$ cat src/rtl/divider_32_bit_seq.sv
// Multi-cycle restoring divider: one trial subtract per cycle, quotient -> ZLo, remainder -> ZHi.
// Define DIV_SIGNED_EN for two's-complement operands (adds a one-cycle FIX sign-correction state).
module divider_32_bit_seq #(
    parameter int WIDTH = 32
) (
    input  logic             clk,
    input  logic             clr,
    input  logic             start,
    input  logic [WIDTH-1:0] a,
    input  logic [WIDTH-1:0] b,
    output logic             busy,
    output logic             done,
    output logic             div_zero,
    output logic [WIDTH-1:0] q,
    output logic [WIDTH-1:0] r
);

    localparam int CW = $clog2(WIDTH) + 1;

`ifdef DIV_SIGNED_EN
    typedef enum logic [1:0] {S_IDLE = 2'd0, S_RUN = 2'd1, S_FIX = 2'd2, S_DONE = 2'd3} state_t;
`else
    typedef enum logic [1:0] {S_IDLE = 2'd0, S_RUN = 2'd1, S_DONE = 2'd3} state_t;
`endif

    state_t           state_q, state_d;
    logic [CW-1:0]    cnt_q, cnt_d;
    logic [WIDTH-1:0] rem_q, rem_d;
    logic [WIDTH-1:0] quo_q, quo_d;
    logic [WIDTH-1:0] dvs_q, dvs_d;
    logic [WIDTH-1:0] q_q, q_d;
    logic [WIDTH-1:0] r_q, r_d;
    logic             dz_q, dz_d;

    logic [WIDTH-1:0] a_mag;
    logic [WIDTH-1:0] b_mag;

`ifdef DIV_SIGNED_EN
    logic sa_q, sa_d;
    logic sb_q, sb_d;
    assign a_mag = a[WIDTH-1] ? (~a + 1'b1) : a;
    assign b_mag = b[WIDTH-1] ? (~b + 1'b1) : b;
`else
    assign a_mag = a;
    assign b_mag = b;
`endif

    // The shifted remainder is always < 2*divisor, so a WIDTH+1 bit difference never wraps
    // past zero and its MSB alone is the borrow.
    logic [WIDTH:0]   rem_sh;
    logic [WIDTH:0]   trial;
    logic             borrow;
    logic [WIDTH-1:0] rem_step;
    logic [WIDTH-1:0] quo_step;

    assign rem_sh   = {rem_q, quo_q[WIDTH-1]};
    assign trial    = rem_sh - {1'b0, dvs_q};
    assign borrow   = trial[WIDTH];
    assign rem_step = borrow ? rem_sh[WIDTH-1:0] : trial[WIDTH-1:0];
    assign quo_step = {quo_q[WIDTH-2:0], ~borrow};

    always_ff @(posedge clk or posedge clr) begin
        if (clr) begin
            state_q <= S_IDLE;
            cnt_q   <= '0;
            rem_q   <= '0;
            quo_q   <= '0;
            dvs_q   <= '0;
            q_q     <= '0;
            r_q     <= '0;
            dz_q    <= 1'b0;
`ifdef DIV_SIGNED_EN
            sa_q    <= 1'b0;
            sb_q    <= 1'b0;
`endif
        end else begin
            state_q <= state_d;
            cnt_q   <= cnt_d;
            rem_q   <= rem_d;
            quo_q   <= quo_d;
            dvs_q   <= dvs_d;
            q_q     <= q_d;
            r_q     <= r_d;
            dz_q    <= dz_d;
`ifdef DIV_SIGNED_EN
            sa_q    <= sa_d;
            sb_q    <= sb_d;
`endif
        end
    end

    always_comb begin
        state_d = state_q;
        cnt_d   = cnt_q;
        rem_d   = rem_q;
        quo_d   = quo_q;
        dvs_d   = dvs_q;
        q_d     = q_q;
        r_d     = r_q;
        dz_d    = dz_q;
`ifdef DIV_SIGNED_EN
        sa_d    = sa_q;
        sb_d    = sb_q;
`endif
        case (state_q)
            S_IDLE: begin
                if (start) begin
                    dvs_d = b_mag;
`ifdef DIV_SIGNED_EN
                    sa_d  = a[WIDTH-1];
                    sb_d  = b[WIDTH-1];
`endif
                    if (b == '0) begin
                        q_d     = '1;
                        r_d     = a;
                        dz_d    = 1'b1;
                        state_d = S_DONE;
                    end else begin
                        rem_d   = '0;
                        quo_d   = a_mag;
                        cnt_d   = CW'(WIDTH);
                        state_d = S_RUN;
                    end
                end
            end
            S_RUN: begin
                rem_d = rem_step;
                quo_d = quo_step;
                cnt_d = cnt_q - CW'(1);
                if (cnt_q == CW'(1)) begin
`ifdef DIV_SIGNED_EN
                    state_d = S_FIX;
`else
                    // Results are published only at completion so q/r never show partial values.
                    q_d     = quo_step;
                    r_d     = rem_step;
                    dz_d    = 1'b0;
                    state_d = S_DONE;
`endif
                end
            end
`ifdef DIV_SIGNED_EN
            S_FIX: begin
                q_d     = (sa_q ^ sb_q) ? (~quo_q + 1'b1) : quo_q;
                r_d     = sa_q ? (~rem_q + 1'b1) : rem_q;
                dz_d    = 1'b0;
                state_d = S_DONE;
            end
`endif
            S_DONE: begin
                state_d = S_IDLE;
            end
            default: begin
                state_d = S_IDLE;
            end
        endcase
    end

    assign busy     = (state_q != S_IDLE);
    assign done     = (state_q == S_DONE);
    assign div_zero = dz_q;
    assign q        = q_q;
    assign r        = r_q;

endmodule
$ cat config.mk
export PLATFORM = sky130hd
export DESIGN_NAME = divider_32_bit_seq
export DESIGN_NICKNAME = d
export VERILOG_FILES = /design/src/rtl/divider_32_bit_seq.sv
export SDC_FILE = /design/constraint.sdc
export NUM_CORES = 1
export LEC_CHECK = 0
export CORE_ASPECT_RATIO = 0.8
export CORE_UTILIZATION = 25
export DETAILED_ROUTE_END_ITERATION = 8
export SLEW_MARGIN = 20
export SYNTH_ARGS = -nofsm -noshare
export SYNTH_HDL_FRONTEND = slang
export SYNTH_SLANG_ARGS = --single-unit
$ cat constraint.sdc
create_clock -name clk -period 7 [get_ports clk]
set_clock_uncertainty 0.2 [all_clocks]
set_input_delay 1.05 -clock clk [delete_from_list [all_inputs] [get_ports clk]]
set_output_delay 1.05 -clock clk [all_outputs]
set_load 0.005 [all_outputs]
# Word level (Yosys, flattened, before mapping)
# Cells that the tools add are included.
# totals
register_bits	169
elab_cells	52
# classes
addsub	2
eq_ne	7
muxes	26
bitwise_logic	1
n_reduce_logical	8
# op_table
op	count
two-way mux 32 bit	11
one-hot mux 32 bit (2 select lines)	4
subtractor 33 x 32 -> 33 bit	1
zero test 32 bit	1
two-way mux 6 bit	2
one-hot mux 6 bit (2 select lines)	1
!= test 2 bit (second input constant)	4
equality test 6 x 1 -> 1 bit (second input constant)	1
two-way mux 2 bit	3
subtractor 6 x 1 -> 6 bit (second input constant)	1
one-hot mux 2 bit (2 select lines)	1
AND reduction 2 bit	2
AND reduction 4 bit	1
nonzero test 2 bit	2
two-way mux 1 bit	3
AND reduction 3 bit	1
equality test 2 x 1 -> 1 bit (second input constant)	1
equality test 2 bit (second input constant)	1
zero test 2 bit	1
one-hot mux 1 bit (2 select lines)	1
NOT 1 bit	1

# Longest topological paths before layout
# Gate-level depths: netlist (run 1).
# depth
ltp_word	4
mapped_depth	16

# Least setup slack after synthesis (run 1)
# Ideal clock, no wire load.
# synth_path
kind	reg2reg
startpoint	reg quo_q[31]
endpoint	reg r_q[25] (netlist: r[25])
setup_ns	0.133
arrival_time_ns	3.068
t_required_ns	6.667
path_slack_ns	3.599
stages_incl_launch_ff	17
path_buffers	3
path_cell_list	dfrtp_1 > inv_1 > ha_1 > inv_1 > fa_1 > a211oi_1 > o211ai_1 > a31o_4 > a31oi_4 > nor2_2 > or3_1 > buf_6 > and2_4 > buf_6 > buf_6 > mux2i_1 > a21oi_1
# synth_via
elab_chain_cells	4
# synth_rtl
item	line	source
from (decl)	29	logic [WIDTH-1:0] quo_q, quo_d;
from (signal assigned)	80	quo_q <= quo_d;
subtractor 33 x 32 -> 33 bit	57	assign trial = rem_sh - {1'b0, dvs_q};
two-way mux 32 bit	59	assign rem_step = borrow ? rem_sh[WIDTH-1:0] : trial[WIDTH-1:0];
two-way mux 32 bit	130	if (cnt_q == CW'(1)) begin
one-hot mux 32 bit (2 select lines)	105	case (state_q)
to (signal assigned)	83	r_q <= r_d;
to (decl)	32	logic [WIDTH-1:0] r_q, r_d;
# No other way between the ends. The select of a mux whose other input is x is not followed.
# A chain may end at the register's enable or synchronous reset.

# Worst setup path after layout (run 1)
# layout_path
startpoint	in b[7]
endpoint	reg r_q[3] (netlist: r[3])
# layout_via
elab_chain_cells	3
# layout_rtl
item	line	source
from (decl)	10	input logic [WIDTH-1:0] b,
zero test 32 bit	113	if (b == '0) begin
!= test 2 bit (no source line)	n/a	
AND reduction 4 bit (no source line)	n/a	
# No other way between the ends.

==> impl_metrics.csv, run 1 <==
group,metric,value,unit
outcome,outcome,"finished clean",
clock_network,ctsHoldBuffers,0,
setup_path,crit_path_end_kind,"flop",
setup_path,critPathRequiredTime,7.16,ns
sta,setup_slack,2.79,ns
sta,setup_viol,0,
worst_hold_path,hold_path_class,"reg2reg",
setup_path,critPathBufInv,4,
setup_path,critPathMaxFanout,49,
synth,syn_area,8980,sq um
clock_network,h-tree-depth,4,
clock_network,clk_pin_slew,0.07,ns
clock_network,cts-resized-gates,0,
final_layout,area_growth,26.1,%
setup_path,path_class,"in2reg",
setup_path,reg2reg_depth,13,
sta,slew_headroom,43.6,%
die,num_rows,61,
synth,ys_warn_count,0,
setup_path,worstSetupStartpointType,"primary input",
grt,grt_max_degree,82,
worst_hold_path,holdPathStages,1,
grt,grt_usage,14.7,%
sta,worst_slew_pin_slew,0.845,ns
die,io_pins,134,
detailed_routing,route.detailed.drc,0,
final_layout,n_antenna_cell,0,
clock_network,clock_sinks,169,
synth,synth_fp_nets,1052,
detailed_routing,wl_met3,1010,um
synth,ys_seq_elements,169,
setup_path,cp_slowest_cell,"inv_2",
sta,rsz0062_at_grt,"no",
detailed_routing,wl,26300,um
place,hpwlAfterDp,19400,um
synth,post_synth_inst_count,950,
die,coreArea,35000,sq um
run,max_cap_violations,0,
detailed_routing,routedWlPerCell,17.1,um
die,die_w,214,um
setup_path,path_depth,11,
place,portBuffers,133,
die,die_area,36700,sq um
place,routabilityCongestion,0.826,
detailed_routing,num_vias,7329,
clock_network,cts_tree,"yes",
clock_network,clk_path_buf_depth,2,
grt,grt_pass1_vias,7343,
clock_network,tritoncts.num_buffers,17,
grt,antenna_found_initial,0,
clock_network,cts_setup_buffers,0,
detailed_routing,wl_met1,12600,um
synth,ys_types,54,
synth,ys_async_sr_fraction,100,%
die,die_y,172,um
detailed_routing,routed.top_layer,"met4",
clock_network,clk_latency,0.44,ns
place,dpl_worst_slack,2.23,ns
clock_network,cts_root_buf,"clkbuf_16",
sta,timing.fmax,237,MHz
grt,overflow,0,
synth,yosysSeqAreaShare,47.1,%
detailed_routing,dr_wl_met2,12400,um
synth,synth_edf_count,0,
sta,maxSlewViolCount,0,
final_layout,finalNetCount,1157,
synth,avgSynthCellArea,9.45,sq um
sta,layout_min_cycle_time,4.21,ns
die,initial_core_util,25.6,%
detailed_routing,viasPerCell,4.76,
sta,whs,0.291,ns
power_and_ir_drop,ir_worst_vdd,0.000274,V
sta,finalSetupTns,0,ns
detailed_routing,first_iter_violations,537,
setup_path,crit_path_frequent_cell,"buf_4",
sta,finalCritPeriodShare,60.2,%
power_and_ir_drop,power_density,569,nW/um^2
synth,synth-main-ff-cell,"dfrtp_1",
detailed_routing,final_antenna_net_count,0,
power_and_ir_drop,p_leak,4.94,nW
setup_path,cp.arrival,4.37,ns
setup_path,cp_top_family,"buffers and inverters",
final_layout,drive_gt1_share,5.71,%
grt,grt_pass1_wl,41300,um
setup_path,rrSetupSlack,2.84,ns
setup_path,slowest_delay,0.66,ns
sta,hold_viol_final,0,
setup_path,path_cells,"clkdlybuf4s50_1, nor4_1, nand4_1, nor2_1, o22ai_2, buf_4, inv_2, buf_4, and3_1, a21oi_1, o21ai_1",
detailed_routing,dr.pass1.iters,5,
-- cell usage in the layout (no fill, tap or decap), types with 5 or more instances in the layout --
master / instances
a21o_1: 14
or3_1: 7
buf_4: 10
mux2i_1: 60
o211ai_1: 8
nor4_1: 8
nand2b_1: 5
nor2_1: 32
ha_1: 34
and3_1: 26
nand4_1: 12
inv_6: 6
xnor2_1: 18
nor3_1: 8
nand2_1: 110
clkdlybuf4s50_1: 133
and2_1: 7
o22a_1: 31
o21ai_0: 93
inv_1: 40
nand3_1: 32
clkbuf_16: 17
xor2_1: 11
a31oi_1: 8
a21oi_1: 68
o21ai_1: 44
dfrtp_1: 169
-- state kept, by name (all words and copies together), names as in the netlist --
| signal | cells |
|---|---|
| cnt_q | 6 |
| div_zero | 1 |
| dvs_q | 32 |
| q | 32 |
| quo_q | 32 |
| r | 32 |
| rem_q | 32 |
| state_q | 2 |
-- per-layer routing --
metal | track usage [%] | vias up
li1 | - | 3611
met1 | 20.1 | 3528
met2 | 23.6 | 174
met3 | 3.09 | 16
met4 | 3.29 | 0
met5 | 0 | -
-- layout make-up --
type	instances	area, sq um
Tap cell	472	591
Clock inverter	15	134
Timing Repair Buffer	143	1410
Inverter	42	163
Sequential cell	169	4230
Multi-Input combinational cell	682	4370
Clock buffer	17	425
Fill cell	3645	23700
-- logic make-up (layout without fill, tap and decap cells) --
group / after synthesis / count (layout) / synth area share, %
flip-flops: 169 / 169 / 47.1
AND/OR/NAND/NOR: 259 / 259 / 13.5
XOR/XNOR: 29 / 29 / 2.83
multiplexers: 62 / 62 / 6.94
adder cells (fa/ha/maj): 35 / 35 / 4.96
buffers and inverters: 99 / 217 / 4.64
AO/OA/AOI/OAI: 297 / 297 / 20.0
-- synth_stat cells, types with 2 or more instances --
master / n / area share [%]
nor2b_1: 4 / 0.28
nor3_1: 8 / 0.45
o21ai_1: 45 / 2.5
o21ai_0: 93 / 5.2
a31oi_1: 8 / 0.56
and2_1: 7 / 0.49
clkbuf_1: 44 / 1.8
buf_1: 7 / 0.29
dfrtp_1: 169 / 47
o211ai_1: 8 / 0.67
a211o_1: 2 / 0.20
a21oi_1: 68 / 3.8
o22a_1: 31 / 3.0
xor2_1: 11 / 1.1
xnor2_1: 18 / 1.8
o2111ai_1: 2 / 0.20
and3_1: 26 / 1.8
nand4_1: 12 / 0.84
nand3_1: 33 / 1.8
nor4_1: 8 / 0.56
o21a_1: 4 / 0.33
inv_1: 42 / 1.8
buf_6: 6 / 0.75
nand2b_1: 6 / 0.42
o21bai_1: 4 / 0.33
a21o_1: 14 / 1.2
or3_1: 7 / 0.49
o31ai_1: 2 / 0.17
nand2_1: 110 / 4.6
ha_1: 34 / 4.7
nor2_1: 33 / 1.4
o211ai_2: 2 / 0.28
mux2_2: 2 / 0.25
mux2i_1: 60 / 6.7
-- path summary, 6_finish.rpt --
check / from / endpoint
worst max-delay path: b[7] / r[3]$_DFFE_PP0P_
worst min-delay path: q[23]$_DFFE_PP0P_ / q[23]$_DFFE_PP0P_
worst max register to register: quo_q[31]$_DFFE_PP0P_ / rem_q[21]$_DFFE_PP0P_
worst min register to register: q[23]$_DFFE_PP0P_ / q[23]$_DFFE_PP0P_
max in group asynchronous: clr / rem_q[1]$_DFFE_PP0P_
min in group asynchronous: clr / q[5]$_DFFE_PP0P_
-- metrics by stage --
stage	util [%]	cell area, sq um	cells	power [mW]
final	32.3	11300	1540	6.44
after global routing	32.3	11300	1540	7.03
after floorplan	-	8980	950	4.41
after detailed placement	30.7	10800	1508	5.58
after global placement	30.7	10800	1508	5.52
after CTS	32.3	11300	1540	6.52
-- report_power, final --
group | switching (mW) | internal [mW] | leakage [nW]
sequential | 0.321 | 1.44 | 2.01
combinational | 2.17 | 1.60 | 2.67
clock | 0.452 | 0.468 | 0.263
total | 2.94 | 3.50 | 4.94
-- worst register-to-register path, cell delays in order (launching register included) --
cell      delay, ns
dfrtp_1        0.48
inv_1          0.10
ha_1           0.19
inv_1          0.06
fa_1           0.41
a211oi_1       0.28
o211ai_1       0.19
a31o_4         0.27
a31oi_4        0.27
nor2_2         0.08
o21ai_2        0.35
and2_4         0.59
mux2i_1        0.45
o21ai_1        0.09
Note: power is estimated with default switching activity, not from simulation.
==> inputs of run 2 (changes only) <==
==> constraint.sdc (replaced) <==
create_clock -name clk -period 3.6 [get_ports clk]
set_clock_uncertainty 0.2 [all_clocks]
set_input_delay 0.54 -clock clk [delete_from_list [all_inputs] [get_ports clk]]
set_output_delay 0.54 -clock clk [all_outputs]
set_load 0.005 [all_outputs]
==> impl_metrics.csv, run 2 (synthesized netlist as in run 1, its figures left out) <==
group,metric,value,unit
die,io_pins,134,
final_layout,finalNetCount,1179,
clock_network,clock_sinks,169,
detailed_routing,viasPerCell,4.83,
outcome,outcome,"finished clean",
detailed_routing,dr.pass1.iters,5,
detailed_routing,route.detailed.drc,0,
setup_path,crit_path_frequent_cell,"o211ai_1",
final_layout,drive_gt1_share,7.62,%
clock_network,ctsHoldBuffers,0,
power_and_ir_drop,clockPowerShare,13.9,%
setup_path,slowest_delay,0.41,ns
final_layout,fill_cells,3613,
worst_hold_path,hold_path_class,"reg2reg",
place,placed_area,11000,sq um
clock_network,tritoncts.num_buffers,17,
clock_network,cts_root_buf,"clkbuf_16",
die,die_y,172,um
sta,maxSlewViolCount,0,
die,initial_core_util,25.6,%
setup_path,path_cells,"ha_1, a21o_1, a211o_1, o211ai_1, o211ai_1, a21oi_1, o21ai_0, a311oi_1, buf_4, mux2_2, nand2_1",
grt,grt_pass1_vias,7260,
setup_path,path_class,"reg2reg",
sta,layout_min_cycle_time,3.50,ns
setup_path,crit_path_end_kind,"flop",
sta,worst_slew_pin_slew,0.766,ns
power_and_ir_drop,combPwrFrac,60.1,%
final_layout,final_common_cell,"dfrtp_1",
final_layout,area_growth,28.9,%
detailed_routing,wl,27400,um
setup_path,worstSetupStartpointType,"flop",
place,hpwlAfterDp,20000,um
power_and_ir_drop,p_leak,5.07,nW
final_layout,fin_area,11600,sq um
grt,grt_max_degree,110,
power_and_ir_drop,p_seq_share,26.0,%
final_layout,n_antenna_cell,0,
power_and_ir_drop,ir_worst_vdd,0.000467,V
setup_path,critPathMaxFanout,4,
setup_path,cp_slowest_cell,"dfrtp_1",
final_layout,multi_input_area,4410,sq um
power_and_ir_drop,finalPower,12.9,mW
detailed_routing,first_iter_violations,514,
final_layout,layout_common_cells,"dfrtp_1 (169), clkdlybuf4s50_1 (133), nand2_1 (109)",
grt,grt_pass1_wl,41700,um
clock_network,clk_latency,0.44,ns
power_and_ir_drop,swShare,44.6,%
power_and_ir_drop,power.switching,5.77,mW
power_and_ir_drop,power_density,1120,nW/um^2
sta,whs,0.291,ns
die,coreArea,35000,sq um
sta,slew_headroom,48.9,%
power_and_ir_drop,p_int,7.17,mW
place,portBuffers,133,
die,num_rows,61,
die,die_area,36700,sq um
detailed_routing,routedWlPerCell,17.5,um
clock_network,h-tree-depth,4,
clock_network,cts_tree,"yes",
grt,antenna_found_initial,0,
die,die_w,214,um
clock_network,clk_pin_slew,0.07,ns
sta,timing.fmax,286,MHz
clock_network,clk_path_buf_depth,2,
setup_path,reg2reg_depth,11,
final_layout,regArea,4230,sq um
grt,overflow,0,
setup_path,critPathRequiredTime,3.78,ns
run,max_cap_violations,0,
sta,finalCritPeriodShare,97.2,%
detailed_routing,final_antenna_net_count,0,
grt,grt_usage,15.1,%
place,routabilityCongestion,0.856,
sta,setup_viol,0,
worst_hold_path,holdPathStages,1,
detailed_routing,num_vias,7536,
setup_path,cp.arrival,3.68,ns
sta,hold_viol_final,0,
[run 2: cell count changes in the layout (fill, tap and decap cells not counted), moves of 3 or more]
cell | previous run | this run
buf_12 | 0 | 6
buf_4 | 10 | 24
inv_6 | 6 | 1
inv_8 | 3 | 0
[run 2: critical path, delay by kind of cell (launching register included)]
kind / cells / cell delay (ns)
compound gates: 7 / 1.89
buf+inv: 1 / 0.18
mux: 1 / 0.32
simple gates: 1 / 0.06
flops: 1 / 0.41
fa+ha+maj: 1 / 0.37
[run 2: path summary, 6_finish.rpt]
check                                     start                    end  slack (ns)
max                        rem_q[3]$_DFFE_PP0P_  rem_q[31]$_DFFE_PP0P_        0.10
min                           q[10]$_DFFE_PP0P_      q[10]$_DFFE_PP0P_        0.29
max reg2reg                rem_q[3]$_DFFE_PP0P_  rem_q[31]$_DFFE_PP0P_        0.10
min reg2reg                   q[10]$_DFFE_PP0P_      q[10]$_DFFE_PP0P_        0.29
max in group asynchronous                   clr      q[22]$_DFFE_PP0P_        2.26
min in group asynchronous                   clr       q[7]$_DFFE_PP0P_        0.36
[run 2: final cells by class]
type / count / share of cell area (%)
Multi-Input combinational cell: 684 / 38.1
Sequential cell: 169 / 36.5
Timing Repair Buffer: 163 / 14.1
Tap cell: 472 / 5.10
Clock buffer: 21 / 3.98
Inverter: 42 / 1.39
Clock inverter: 10 / 0.832
[run 2: what timing repair did]
item | CTS | global route
setup endpoints to repair | 3 | 65
cloned | 0 | 2
pin swaps | 1 | 2
gates resized for setup | 1 | 5
buffers inserted | 0 | 0
[run 2: routing by layer]
layer / vias up / track usage (%) / part of all wire, %
met5: - / 0 / 0
met1: 3684 / 20.7 / 48
met2: 182 / 23.7 / 46
met4: 0 / 3.42 / 1.0
met3: 18 / 3.69 / 5.0
li1: 3652 / - / -
[run 2: power by group through the flow]
stage          combinational [mW]  sequential [mW]  clock (mW)
6_report                     7.77             3.37        1.79
5_1_grt                      8.63             3.47        1.91
4_1_cts                      7.65             3.37        1.84
3_5_place_dp                 7.61             3.40           0
3_3_place_gp                 7.51             3.40           0
2_1_floorplan                5.32             3.25           0
[run 2: metrics by stage]
step | setup slack [ns] | setup TNS [ns] | instances | utilization, %
6_report | 0.101 | 0 | 1561 | 33.0
5_1_grt | -0.0107 | -0.0194 | 1561 | 33.0
4_1_cts | 0.00412 | 0 | 1559 | 33.0
3_5_place_dp | 0.0546 | 0 | 1528 | 31.4
3_3_place_gp | 0.153 | 0 | 1528 | 31.4
2_1_floorplan | 0.199 | 0 | 950 | -
==> inputs of run 3 (changes only) <==
==> constraint.sdc (replaced) <==
create_clock -name clk -period 3.6 [get_ports clk]
set_clock_uncertainty 0.2 [all_clocks]
set_input_delay 0.72 -clock clk [delete_from_list [all_inputs] [get_ports clk]]
set_output_delay 0.72 -clock clk [all_outputs]
set_load 0.005 [all_outputs]
==> impl_metrics.csv, run 3 (synthesized netlist as in run 1, its figures left out) <==
group,metric,value,unit
final_layout,final_common_cell,"dfrtp_1",
setup_path,crit_path_end_kind,"flop",
setup_path,path_class,"reg2reg",
power_and_ir_drop,combPwrFrac,59.7,%
clock_network,clk_path_buf_depth,2,
power_and_ir_drop,swShare,44.3,%
detailed_routing,viasPerCell,4.82,
detailed_routing,wl,27200,um
setup_path,path_cells,"inv_1, ha_1, inv_1, fa_1, a211oi_2, o211ai_1, a31o_4, a31oi_4, nor2_2, or3_1, and2_4, mux2i_1, o21ai_1",
setup_path,reg2reg_depth,13,
setup_path,critPathRequiredTime,3.69,ns
die,io_pins,134,
sta,slew_headroom,47.1,%
clock_network,cts_root_buf,"clkbuf_16",
final_layout,multi_input_area,4400,sq um
clock_network,tritoncts.num_buffers,17,
sta,setup_viol,0,
clock_network,clk_pin_slew,0.07,ns
detailed_routing,dr.pass1.iters,5,
clock_network,cts_tree,"yes",
final_layout,fill_cells,3590,
grt,grt_usage,15.1,%
grt,overflow,0,
place,portBuffers,133,
setup_path,path_depth,13,
detailed_routing,final_antenna_net_count,0,
setup_path,cp_slowest_cell,"fa_1",
setup_path,worstSetupStartpointType,"flop",
sta,finalSetupTns,0,ns
power_and_ir_drop,power.switching,5.80,mW
sta,maxSlewViolCount,0,
setup_path,crit_path_frequent_cell,"inv_1",
detailed_routing,route.detailed.drc,0,
grt,grt_pass1_vias,7398,
setup_path,cp_top_family,"compound AO/OA/AOI/OAI gates",
die,die_y,172,um
detailed_routing,num_vias,7565,
power_and_ir_drop,power_density,1120,nW/um^2
clock_network,clk_latency,0.44,ns
grt,grt_pass1_wl,42400,um
setup_path,cp.arrival,3.53,ns
clock_network,cts-resized-gates,0,
setup_path,critPathMaxFanout,16,
final_layout,area_growth,29.9,%
clock_network,h-tree-depth,4,
final_layout,regArea,4230,sq um
place,routabilityCongestion,0.861,
final_layout,finalNetCount,1185,
run,max_cap_violations,0,
power_and_ir_drop,p_int,7.29,mW
sta,timing.fmax,291,MHz
die,die_area,36700,sq um
clock_network,cts_setup_buffers,0,
sta,worst_slew_pin_slew,0.792,ns
worst_hold_path,holdPathStages,1,
outcome,outcome,"finished clean",
power_and_ir_drop,p_seq_share,26.0,%
grt,antenna_found_initial,0,
worst_hold_path,hold_path_class,"reg2reg",
sta,layout_min_cycle_time,3.44,ns
sta,rsz0062_at_grt,"no",
sta,finalCritPeriodShare,95.5,%
die,die_w,214,um
clock_network,clock_sinks,169,
final_layout,drive_gt1_share,8.30,%
die,num_rows,61,
power_and_ir_drop,clockPowerShare,14.3,%
die,coreArea,35000,sq um
power_and_ir_drop,p_leak,5.12,nW
setup_path,critPathBufInv,2,
die,initial_core_util,25.6,%
power_and_ir_drop,finalPower,13.1,mW
place,hpwlAfterDp,20300,um
setup_path,slowest_delay,0.41,ns
power_and_ir_drop,ir_worst_vdd,0.000429,V
sta,hold_viol_final,0,
detailed_routing,routedWlPerCell,17.4,um
detailed_routing,first_iter_violations,545,
clock_network,ctsHoldBuffers,0,
final_layout,layout_common_cells,"dfrtp_1 (169), clkdlybuf4s50_1 (133), nand2_1 (109)",
final_layout,n_antenna_cell,0,
grt,grt_max_degree,82,
run 3: final timing paths:
check,start,endpoint,slack [ns]
max,quo_q[31]$_DFFE_PP0P_,rem_q[28]$_DFFE_PP0P_,0.16
min,q[10]$_DFFE_PP0P_,q[10]$_DFFE_PP0P_,0.29
max reg2reg,quo_q[31]$_DFFE_PP0P_,rem_q[28]$_DFFE_PP0P_,0.16
min reg2reg,q[10]$_DFFE_PP0P_,q[10]$_DFFE_PP0P_,0.29
max in group asynchronous,clr,quo_q[20]$_DFFE_PP0P_,1.79
min in group asynchronous,clr,quo_q[5]$_DFFE_PP0P_,0.56
run 3: power by group through the flow:
stage,clock network (mW),logic (mW),registers [mW]
2_1_floorplan,0,5.32,3.25
3_3_place_gp,0,7.63,3.42
3_5_place_dp,0,7.68,3.43
4_1_cts,1.92,7.73,3.41
5_1_grt,1.99,8.64,3.51
6_report,1.87,7.82,3.40
run 3: per-layer routing:
layer / wire, um / GRT usage, %
met1: 13100 / 21.1
met2: 12800 / 24.1
met3: 1090 / 3.01
met4: 242 / 3.48
met5: 0 / 0
run 3: final cells by class:
class                           instances  area share (%)
Clock buffer                           22            3.98
Inverter                               42            1.38
Clock inverter                         10            1.03
Sequential cell                       169            36.3
Timing Repair Buffer                  170            14.5
Multi-Input combinational cell        683            37.7
Tap cell                              472            5.06
run 3: worst reg2reg max path, stage by stage, from the launching register on:
cell and delay [ns]:
dfrtp_1 0.38, inv_1 0.07, ha_1 0.16, inv_1 0.06
fa_1 0.41, a211oi_2 0.22, o211ai_1 0.17, a31o_4 0.27
a31oi_4 0.20, nor2_2 0.07, or3_1 0.41, and2_4 0.32
mux2i_1 0.28, o21ai_1 0.09
run 3: per-stage QoR:
stage | setup slack [ns] | util [%] | hold slack [ns] | cell area [sq um] | cells
final | 0.162 | 33.3 | 0.290 | 11700 | 1568
after CTS | 0.0951 | 33.2 | 0.293 | 11600 | 1567
after floorplan | 0.199 | - | 0.272 | 8980 | 950
after global routing | 0.0246 | 33.3 | 0.302 | 11700 | 1568
after global placement | 0.0993 | 31.5 | 0.274 | 11100 | 1535
after detailed placement | 0.122 | 31.5 | 0.278 | 11100 | 1535
